## config.mk

```make
export PLATFORM = sky130hd
export DESIGN_NAME = beat_timing_gen_flat
export DESIGN_NICKNAME = d
export VERILOG_FILES = /design/src/rtl/beat_timing_gen_if.sv /design/src/rtl/beat_timing_gen.sv /design/src/flat_wrapper.sv
export SDC_FILE = /design/constraint.sdc
export NUM_CORES = 1
export LEC_CHECK = 0
export CAP_MARGIN = 0
export CELL_PAD_IN_SITES_DETAIL_PLACEMENT = 0
export CELL_PAD_IN_SITES_GLOBAL_PLACEMENT = 1
export CORE_AREA = 4 4 41 43
export DETAILED_ROUTE_END_ITERATION = 8
export DIE_AREA = 0 0 45 47
export PLACE_DENSITY_LB_ADDON = 0.1
export SLEW_MARGIN = 10
export SYNTH_ARGS = -nofsm -noshare
export SYNTH_HDL_FRONTEND = slang
export SYNTH_SLANG_ARGS = --single-unit
```

## constraint.sdc

```tcl
create_clock -name clk -period 2.9 [get_ports clk]
set_clock_uncertainty 0.1 [all_clocks]
set_input_delay 0.435 -clock clk [delete_from_list [all_inputs] [get_ports clk]]
set_output_delay 0.435 -clock clk [all_outputs]
set_load 0.01 [all_outputs]
```

## src/rtl/beat_timing_gen_if.sv

```systemverilog
// Beat-side bundle between the timing generator and the hardwired controller.
// instr_cnt_o is present only when INSTR_CNT_EN is defined.
interface beat_timing_gen_if;
    logic qd_i;
    logic dp_i;
    logic stop_i;
    logic short_i;
    logic long_i;
    logic w1_o;
    logic w2_o;
    logic w3_o;
    logic t1_o;
    logic t2_o;
    logic t3_o;
    logic running_o;
`ifdef INSTR_CNT_EN
    logic [15:0] instr_cnt_o;

    modport slave (
        input  qd_i, dp_i, stop_i, short_i, long_i,
        output w1_o, w2_o, w3_o, t1_o, t2_o, t3_o,
        output running_o, instr_cnt_o
    );

    modport master (
        output qd_i, dp_i, stop_i, short_i, long_i,
        input  w1_o, w2_o, w3_o, t1_o, t2_o, t3_o,
        input  running_o, instr_cnt_o
    );
`else
    modport slave (
        input  qd_i, dp_i, stop_i, short_i, long_i,
        output w1_o, w2_o, w3_o, t1_o, t2_o, t3_o,
        output running_o
    );

    modport master (
        output qd_i, dp_i, stop_i, short_i, long_i,
        input  w1_o, w2_o, w3_o, t1_o, t2_o, t3_o,
        input  running_o
    );
`endif
endinterface

```

## src/rtl/beat_timing_gen.sv

```systemverilog
// Machine-beat (W1..W3) and phase (T1..T3) generator for the controller.
// Optional macro INSTR_CNT_EN adds a 16-bit instruction counter.
module beat_timing_gen #(
    parameter int CLK_DIV = 1
) (
    input logic clk,
    input logic clr,
    beat_timing_gen_if.slave bus
);

    localparam int PW = (CLK_DIV > 1) ? $clog2(CLK_DIV) : 1;
    localparam logic [PW-1:0] PRE_LAST = PW'(CLK_DIV - 1);

    localparam logic [2:0] B_W1 = 3'b001;
    localparam logic [2:0] B_W2 = 3'b010;
    localparam logic [2:0] B_W3 = 3'b100;
    localparam logic [2:0] P_T1 = 3'b001;
    localparam logic [2:0] P_T2 = 3'b010;
    localparam logic [2:0] P_T3 = 3'b100;

    typedef enum logic {IDLE, RUN} state_e;

    state_e        state_q;
    logic [2:0]    w_q;
    logic [2:0]    t_q;
    logic [PW-1:0] pre_q;
    logic          qd_q;
`ifdef INSTR_CNT_EN
    logic [15:0]   cnt_q;
`endif

    logic [2:0] w_d;
    logic       end_d;
    logic       halt_d;
    logic       phase_end;
    logic       start;

    assign phase_end = (pre_q == PRE_LAST);
    assign start     = bus.qd_i & ~qd_q;

    // Next beat and instruction-end decision for the current beat's T3.
    always_comb begin
        w_d   = B_W1;
        end_d = 1'b1;
        unique case (1'b1)
            w_q[0]: begin
                end_d = bus.short_i;
                w_d   = bus.short_i ? B_W1 : B_W2;
            end
            w_q[1]: begin
                end_d = ~bus.long_i;
                w_d   = bus.long_i ? B_W3 : B_W1;
            end
            w_q[2]: begin
                end_d = 1'b1;
                w_d   = B_W1;
            end
            default: ;
        endcase
        halt_d = bus.stop_i | (end_d & bus.dp_i);
    end

    always_ff @(posedge clk) begin
        if (clr) begin
            state_q <= IDLE;
            w_q     <= B_W1;
            t_q     <= 3'b000;
            pre_q   <= '0;
            qd_q    <= 1'b1;
`ifdef INSTR_CNT_EN
            cnt_q   <= 16'h0000;
`endif
        end else begin
            qd_q <= bus.qd_i;
            unique case (state_q)
                IDLE: begin
                    if (start) begin
                        state_q <= RUN;
                        t_q     <= P_T1;
                        pre_q   <= '0;
                    end
                end
                RUN: begin
                    if (!phase_end) begin
                        pre_q <= pre_q + 1'b1;
                    end else begin
                        pre_q <= '0;
                        unique case (1'b1)
                            t_q[0]: t_q <= P_T2;
                            t_q[1]: t_q <= P_T3;
                            t_q[2]: begin
                                w_q <= w_d;
                                t_q <= halt_d ? 3'b000 : P_T1;
                                if (halt_d) state_q <= IDLE;
`ifdef INSTR_CNT_EN
                                if (end_d) cnt_q <= cnt_q + 16'h0001;
`endif
                            end
                            default: t_q <= P_T1;
                        endcase
                    end
                end
                default: state_q <= IDLE;
            endcase
        end
    end

    assign bus.w1_o      = w_q[0];
    assign bus.w2_o      = w_q[1];
    assign bus.w3_o      = w_q[2];
    assign bus.t1_o      = t_q[0];
    assign bus.t2_o      = t_q[1];
    assign bus.t3_o      = t_q[2];
    assign bus.running_o = (state_q == RUN);
`ifdef INSTR_CNT_EN
    assign bus.instr_cnt_o = cnt_q;
`endif

endmodule
```

## src/flat_wrapper.sv

```systemverilog
// flat-port wrapper written by rule: the top's interface ports become plain ports
module beat_timing_gen_flat 
#(
    parameter int CLK_DIV = 1
)
  (clk, clr, bus_qd_i, bus_dp_i, bus_stop_i, bus_short_i, bus_long_i, bus_w1_o, bus_w2_o, bus_w3_o, bus_t1_o, bus_t2_o, bus_t3_o, bus_running_o);
  beat_timing_gen_if bus_i ();
  input logic clk;
  input logic clr;
  input wire logic [$bits(bus_i.qd_i)-1:0] bus_qd_i;
  input wire logic [$bits(bus_i.dp_i)-1:0] bus_dp_i;
  input wire logic [$bits(bus_i.stop_i)-1:0] bus_stop_i;
  input wire logic [$bits(bus_i.short_i)-1:0] bus_short_i;
  input wire logic [$bits(bus_i.long_i)-1:0] bus_long_i;
  output wire logic [$bits(bus_i.w1_o)-1:0] bus_w1_o;
  output wire logic [$bits(bus_i.w2_o)-1:0] bus_w2_o;
  output wire logic [$bits(bus_i.w3_o)-1:0] bus_w3_o;
  output wire logic [$bits(bus_i.t1_o)-1:0] bus_t1_o;
  output wire logic [$bits(bus_i.t2_o)-1:0] bus_t2_o;
  output wire logic [$bits(bus_i.t3_o)-1:0] bus_t3_o;
  output wire logic [$bits(bus_i.running_o)-1:0] bus_running_o;
  assign bus_i.qd_i = bus_qd_i;
  assign bus_i.dp_i = bus_dp_i;
  assign bus_i.stop_i = bus_stop_i;
  assign bus_i.short_i = bus_short_i;
  assign bus_i.long_i = bus_long_i;
  assign bus_w1_o = bus_i.w1_o;
  assign bus_w2_o = bus_i.w2_o;
  assign bus_w3_o = bus_i.w3_o;
  assign bus_t1_o = bus_i.t1_o;
  assign bus_t2_o = bus_i.t2_o;
  assign bus_t3_o = bus_i.t3_o;
  assign bus_running_o = bus_i.running_o;
  beat_timing_gen #(.CLK_DIV(CLK_DIV)) u_core (.clk(clk), .clr(clr), .bus(bus_i));
endmodule
```

* Word level (Yosys, flattened, before mapping)
Index checks and enable logic that the tools add are counted.
** Storage, ports and cells
- Logic and storage cells :: 34
- Register bits :: 9
- Output and inout bits :: 7
** Operators by class
- Bitwise gates (word level) :: 7
- Add/sub/neg operators :: 1
- Reduce and logical (&&, ||, !) cells :: 2
- Mux-type cells :: 17
- Equality and inequality tests :: 2
** Operators with widths (count)
- $pmux W3 S2 :: 2
- $mux W3 :: 3
- $pmux W3 S3 :: 1
- $mux W1 :: 7
- $pmux W1 S2 :: 3
- $not A1 Y1 :: 4
- $reduce_and A3 Y1 :: 1
- $and A1 B1 Y1 :: 2
- $mux W2 :: 1
- $ne A2 B1 Y1 const B :: 1
- $ne A2 B2 Y1 const B :: 1
- $reduce_and A2 Y1 :: 1
- $add A1 B1 Y1 const B :: 1
- $or A1 B1 Y1 :: 1

* Longest topological paths before layout
- Depth after elaboration :: 8
- Mapped depth :: 3

* Worst setup path after synthesis
OpenSTA, ideal clock, no wires.
- Path type :: reg2reg
- Start point :: register u_core.state_q (netlist: u_core.bus.running_o)
- End point :: register u_core.w_q[0]
- Arrival :: 1.152 ns
- Library setup time :: 0.127 ns
- Buffers on the path :: 0
- Clock period less this slack :: 1.379 ns
- Path slack :: 1.521 ns
- Stages on the path, launching flop included :: 4
- Cell sequence :: dfxtp_1 > nand2_2 > o31a_1 > or3_1
** On the way
- Longest elaborated chain between the ends :: 1
** Ends and longest elaborated chain
- from (decl) :: RTL line beat_timing_gen.sv:23 : state_e state_q;
- from (signal assigned) :: RTL line beat_timing_gen.sv:65 : state_q <= IDLE;
- from (signal assigned) :: RTL line beat_timing_gen.sv:78 : state_q <= RUN;
- from (signal assigned) :: RTL line beat_timing_gen.sv:94 : if (halt_d) state_q <= IDLE;
- $reduce_and A3 Y1 (no line)
- to (signal assigned) :: RTL line beat_timing_gen.sv:92 : w_q <= w_d;
- to (decl) :: RTL line beat_timing_gen.sv:24 : logic [2:0] w_q;
Every way passes these cells.
A chain may end at the register's enable or synchronous reset.

* Worst setup path after layout
- Start point :: register u_core.state_q (netlist: u_core.bus.running_o)
- End point :: output bus_running_o
** RTL lines
- to (decl) :: RTL line flat_wrapper.sv:21 : output wire logic [$bits(bus_i.running_o)-1:0] bus_running_o;
No word-level cell between the ends.

==> flow_results.org <==
** GRT
- The total overflow left after global routing is 0.
- The initial antenna violation count is 0.
- The number of global-route vias before repair is 363.
- The first global-routing pass estimated 1550 um of wire.
- Pin count of the biggest net entering global routing :: 9
- Overall fraction of global-route tracks in use :: 0.111

** Logic synthesis
- Counting every net in the synthesized netlist gives 47.
- In this run, synthesis produced a sequential element count of 8.
- The number of different library cells used by synthesis comes to 19.
- Syn Inst Count :: 40
- Average footprint of a synthesized cell :: 8.54 um2
- For this run, the register share of the synthesized area comes to 0.469.
- The mapped netlist covers 342 um2.
- Synth warn :: 0

** Setup path
- The setup check on the worst reg-to-reg path leaves a slack of 1.45 ns.
- End of the worst register-to-register path :: u_core.w_q[0]$_SDFFE_PP1P_
- In this run the worst path has a maximum fanout of 7.
- The number of buffers and inverters on the critical path is 1.
- Data arrives at the worst endpoint at 1.32 ns.
- Required arrival time at the worst endpoint :: roughly 2.4 ns
- The slowest stage of the critical path is the clkdlybuf4s50_1 cell.
- Ordered list of cells on the worst path :: clkdlybuf4s50_1
- Cell type group with the largest total delay on the critical path :: buffers and inverters
- The worst register-to-register path begins at u_core.bus.running_o$_SDFF_PP0_.
- Kind of capture point of the worst setup path :: primary output
- Counting cells, the worst reg-to-reg path comes to 3.
- Startpoint-to-endpoint class of the critical path :: reg2out
- The largest single stage delay on the critical path is about 0.6 ns.
- Type of origin of the critical path :: flip-flop

** Drt
- Dividing the detail-routed wire length by the instance count gives 13.4 um.
- For this run, design rule violations remaining after detail routing come to 0.
- Iteration-0 DRC count of the detailed router :: 3
- The count of nets left with antenna violations once routing finished came out at 0.
- For this run, the detailed router's first-pass iteration total came to 3.
- The final route contains 347 vias.
- Total length of routed wires :: between 900 and 1000 um
- After detailed routing, the number of vias per cell comes to approximately 5.

** Placed design
- At the placement stage, the worst setup path has a slack of between 1 and 1.5 ns.
- The wire-length estimate of the detail-placed layout is around 700 um.
- Global placer's final weighted congestion :: 0.758
- PortBufs :: 13

** Pwr
- Share of total power in the clock network :: 0.361
- The share of total power dissipated in sequential elements is 0.509.
- Power spread over the standard cell area amounts to 459 nW/um2.
- The analysis attributes to net switching a power of 0.0000555 W.
- Lkg Pwr :: 0.176 nW
- Internal power :: 0.000180 W
- IR analysis of the VDD net gives a maximum drop of 227 uV.
- Of the total power, the share spent switching nets is 0.236.
- Combinational cell fraction of total power :: 0.130

** Finish
- Share of layout cells above drive strength 1 :: 0.0893
- Footprint of the multi-input gates :: 170 um2
- Measured on the finished design, the core utilization comes to 0.394.
- Registers take 160 um2.
- Area growth from synthesis to final layout :: 50.2%
- Antenna cells :: 0
- The final layout contains 65 nets.
- Total of fill cells in the finished design :: 138

** Hold path
- Hold-critical path depth :: 2
- Worst Hold Endpoint :: u_core.w_q[2]$_SDFFE_PP0P_
- The startpoint identified for the worst hold timing path is u_core.w_q[2]$_SDFFE_PP0P_.
- The path class of the tightest hold or removal check is reg2reg.

** Timing
- Static timing analysis puts the maximum clock frequency at 539 MHz.
- Total of endpoints with negative setup slack in the final report :: 0
- In the final timing run, aggregate negative setup slack is 0 ns.
- Worst slew margin relative to its limit :: 0.812
- Setup repair after global routing left no endpoint under its margin.
- Clock period minus worst slack :: 1.85 ns
- Across all setup checks in the final design, the least slack found is 1.05 ns.
- Of the available clock period, the critical path in the final layout requires 0.639.
- Transition time of the tightest slew-check pin :: ~0.28 ns
- The hold violation count in the final report came to 0.
- The count of pins over their slew limit came to 0.

** Clock tree
- In this run, post-CTS hold repair placed 0 buffers.
- Later-pin clock latency in the skew report :: 0.25 ns
- Number of buffers created by CTS :: 3
- Post-CTS resize count :: 0
- No sink is reached through more buffers than the 2 on the longest clock path.
- The tree built by TritonCTS fans out to 8 sinks.
- Cell at the root of the clock tree :: clkbuf_4
- Maximum level of the CTS H-tree :: 1
- Post-CTS Setup Bufs :: 0
- TritonCTS built the clock tree.
- Clock-pin slew was measured on the worst setup and hold paths at 0.06 ns.

** Die
- The die is ~45 um wide.
- The floorplan step defined a core boundary enclosing around 1300 um2.
- Die area :: between 2000 and 2500 um2
- The floorplan has 13 rows.
- Number of I/O pins :: 14
- The initial utilization of the core area, before any placement, comes to 0.263.
- The die is 47 um tall.

** Outcome
- The run finished with clean final reports.

** Flow run
- Max Cap Violations :: 0
-- placed cells by master, fill, tap and decap left out, types with 2 or more instances in the layout --
master | synthesis | routed
nand2_1 | 5 | 5
a21oi_1 | 5 | 5
inv_1 | 3 | 3
dfxtp_1 | 8 | 8
clkdlybuf4s50_1 | 0 | 13
clkbuf_4 | 0 | 3
nor2_1 | 4 | 4
o211ai_1 | 2 | 2
-- cell type report --
class / instances / share of cell area
flip-flops and latches: 8 / 0.312
repair buffers: 13 / 0.254
inverters: 3 / 0.0220
well taps: 15 / 0.0366
clock buffers: 3 / 0.0439
multi-input cells: 29 / 0.332
-- Yosys cell counts --
cell type / count / area [um2]
nand4_1: 1 / 6.26
nand4b_1: 1 / 8.76
o21bai_1: 1 / 7.51
or2_2: 1 / 6.26
nor2_1: 4 / 15.0
a221oi_1: 1 / 8.76
nand2_1: 5 / 18.8
dfxtp_1: 8 / 160
nor3_1: 1 / 5.00
a21oi_1: 5 / 25.0
a211oi_1: 1 / 7.51
nand2_2: 1 / 6.26
or3_1: 1 / 6.26
nor2b_1: 1 / 6.26
inv_1: 3 / 11.3
o211ai_1: 2 / 15.0
nand4bb_1: 1 / 11.3
o21a_1: 1 / 7.51
o31a_1: 1 / 8.76
-- worst max-delay path by stage --
stage	slack [ns]	end	start	cells past startpoint
after floorplan	1.52	u_core.w_q[0]$_SDFFE_PP1P_	u_core.bus.running_o$_SDFF_PP0_	3
after global placement	1.14	u_core.w_q[0]$_SDFFE_PP1P_	bus_long_i	4
after detailed placement	1.09	u_core.w_q[0]$_SDFFE_PP1P_	bus_long_i	4
after CTS	1.02	bus_running_o	u_core.bus.running_o$_SDFF_PP0_	1
after global routing	0.94	bus_running_o	u_core.bus.running_o$_SDFF_PP0_	1
final	1.05	bus_running_o	u_core.bus.running_o$_SDFF_PP0_	1
-- power groups by stage --
| stage | Combinational, W | Clock, W | Sequential, W |
|---|---|---|---|
| after global placement | 0.0000300 | 0 | 0.000122 |
| after global routing | 0.0000339 | 0.0000944 | 0.000121 |
| final | 0.0000306 | 0.0000849 | 0.000120 |
| after floorplan | 0.00000988 | 0 | 0.000122 |
| after CTS | 0.0000311 | 0.0000887 | 0.000120 |
| after detailed placement | 0.0000307 | 0 | 0.000122 |
-- stage by stage --
stage	hold WS, ns	power [W]	std cells	instance area, um2
2_1_floorplan	0.374	0.000132	40	342
3_3_place_gp	0.345	0.000152	68	490
3_5_place_dp	0.356	0.000152	68	490
4_1_cts	0.363	0.000239	71	513
5_1_grt	0.388	0.000249	71	513
6_report	0.360	0.000235	71	513
-- cell families (layout without fill, tap and decap cells) --
logic type             count (synthesis)  count (layout)  synth area share
and+or+nand+nor                       17              17             0.264
DFF                                    8               8             0.469
AOI/OAI and AO/OA                     12              12             0.234
buffers and inverters                  3              19            0.0330
-- state kept, by name (all words and copies together), names as in the netlist --
name	flops
u_core.qd_q	1
u_core.w_q	3
u_core.bus.running_o	1
u_core.t_q	3
-- layer usage --
metal  wire (um)  global-route usage  vias up  share of wire
met1         434               0.119      158           0.46
met4           0              0.0702        0              0
met5           0                   0        -              0
li1            -                   -      177              -
met3          69              0.0536        0          0.073
met2         443               0.175       12           0.47
(Power assumes the default switching activity.)
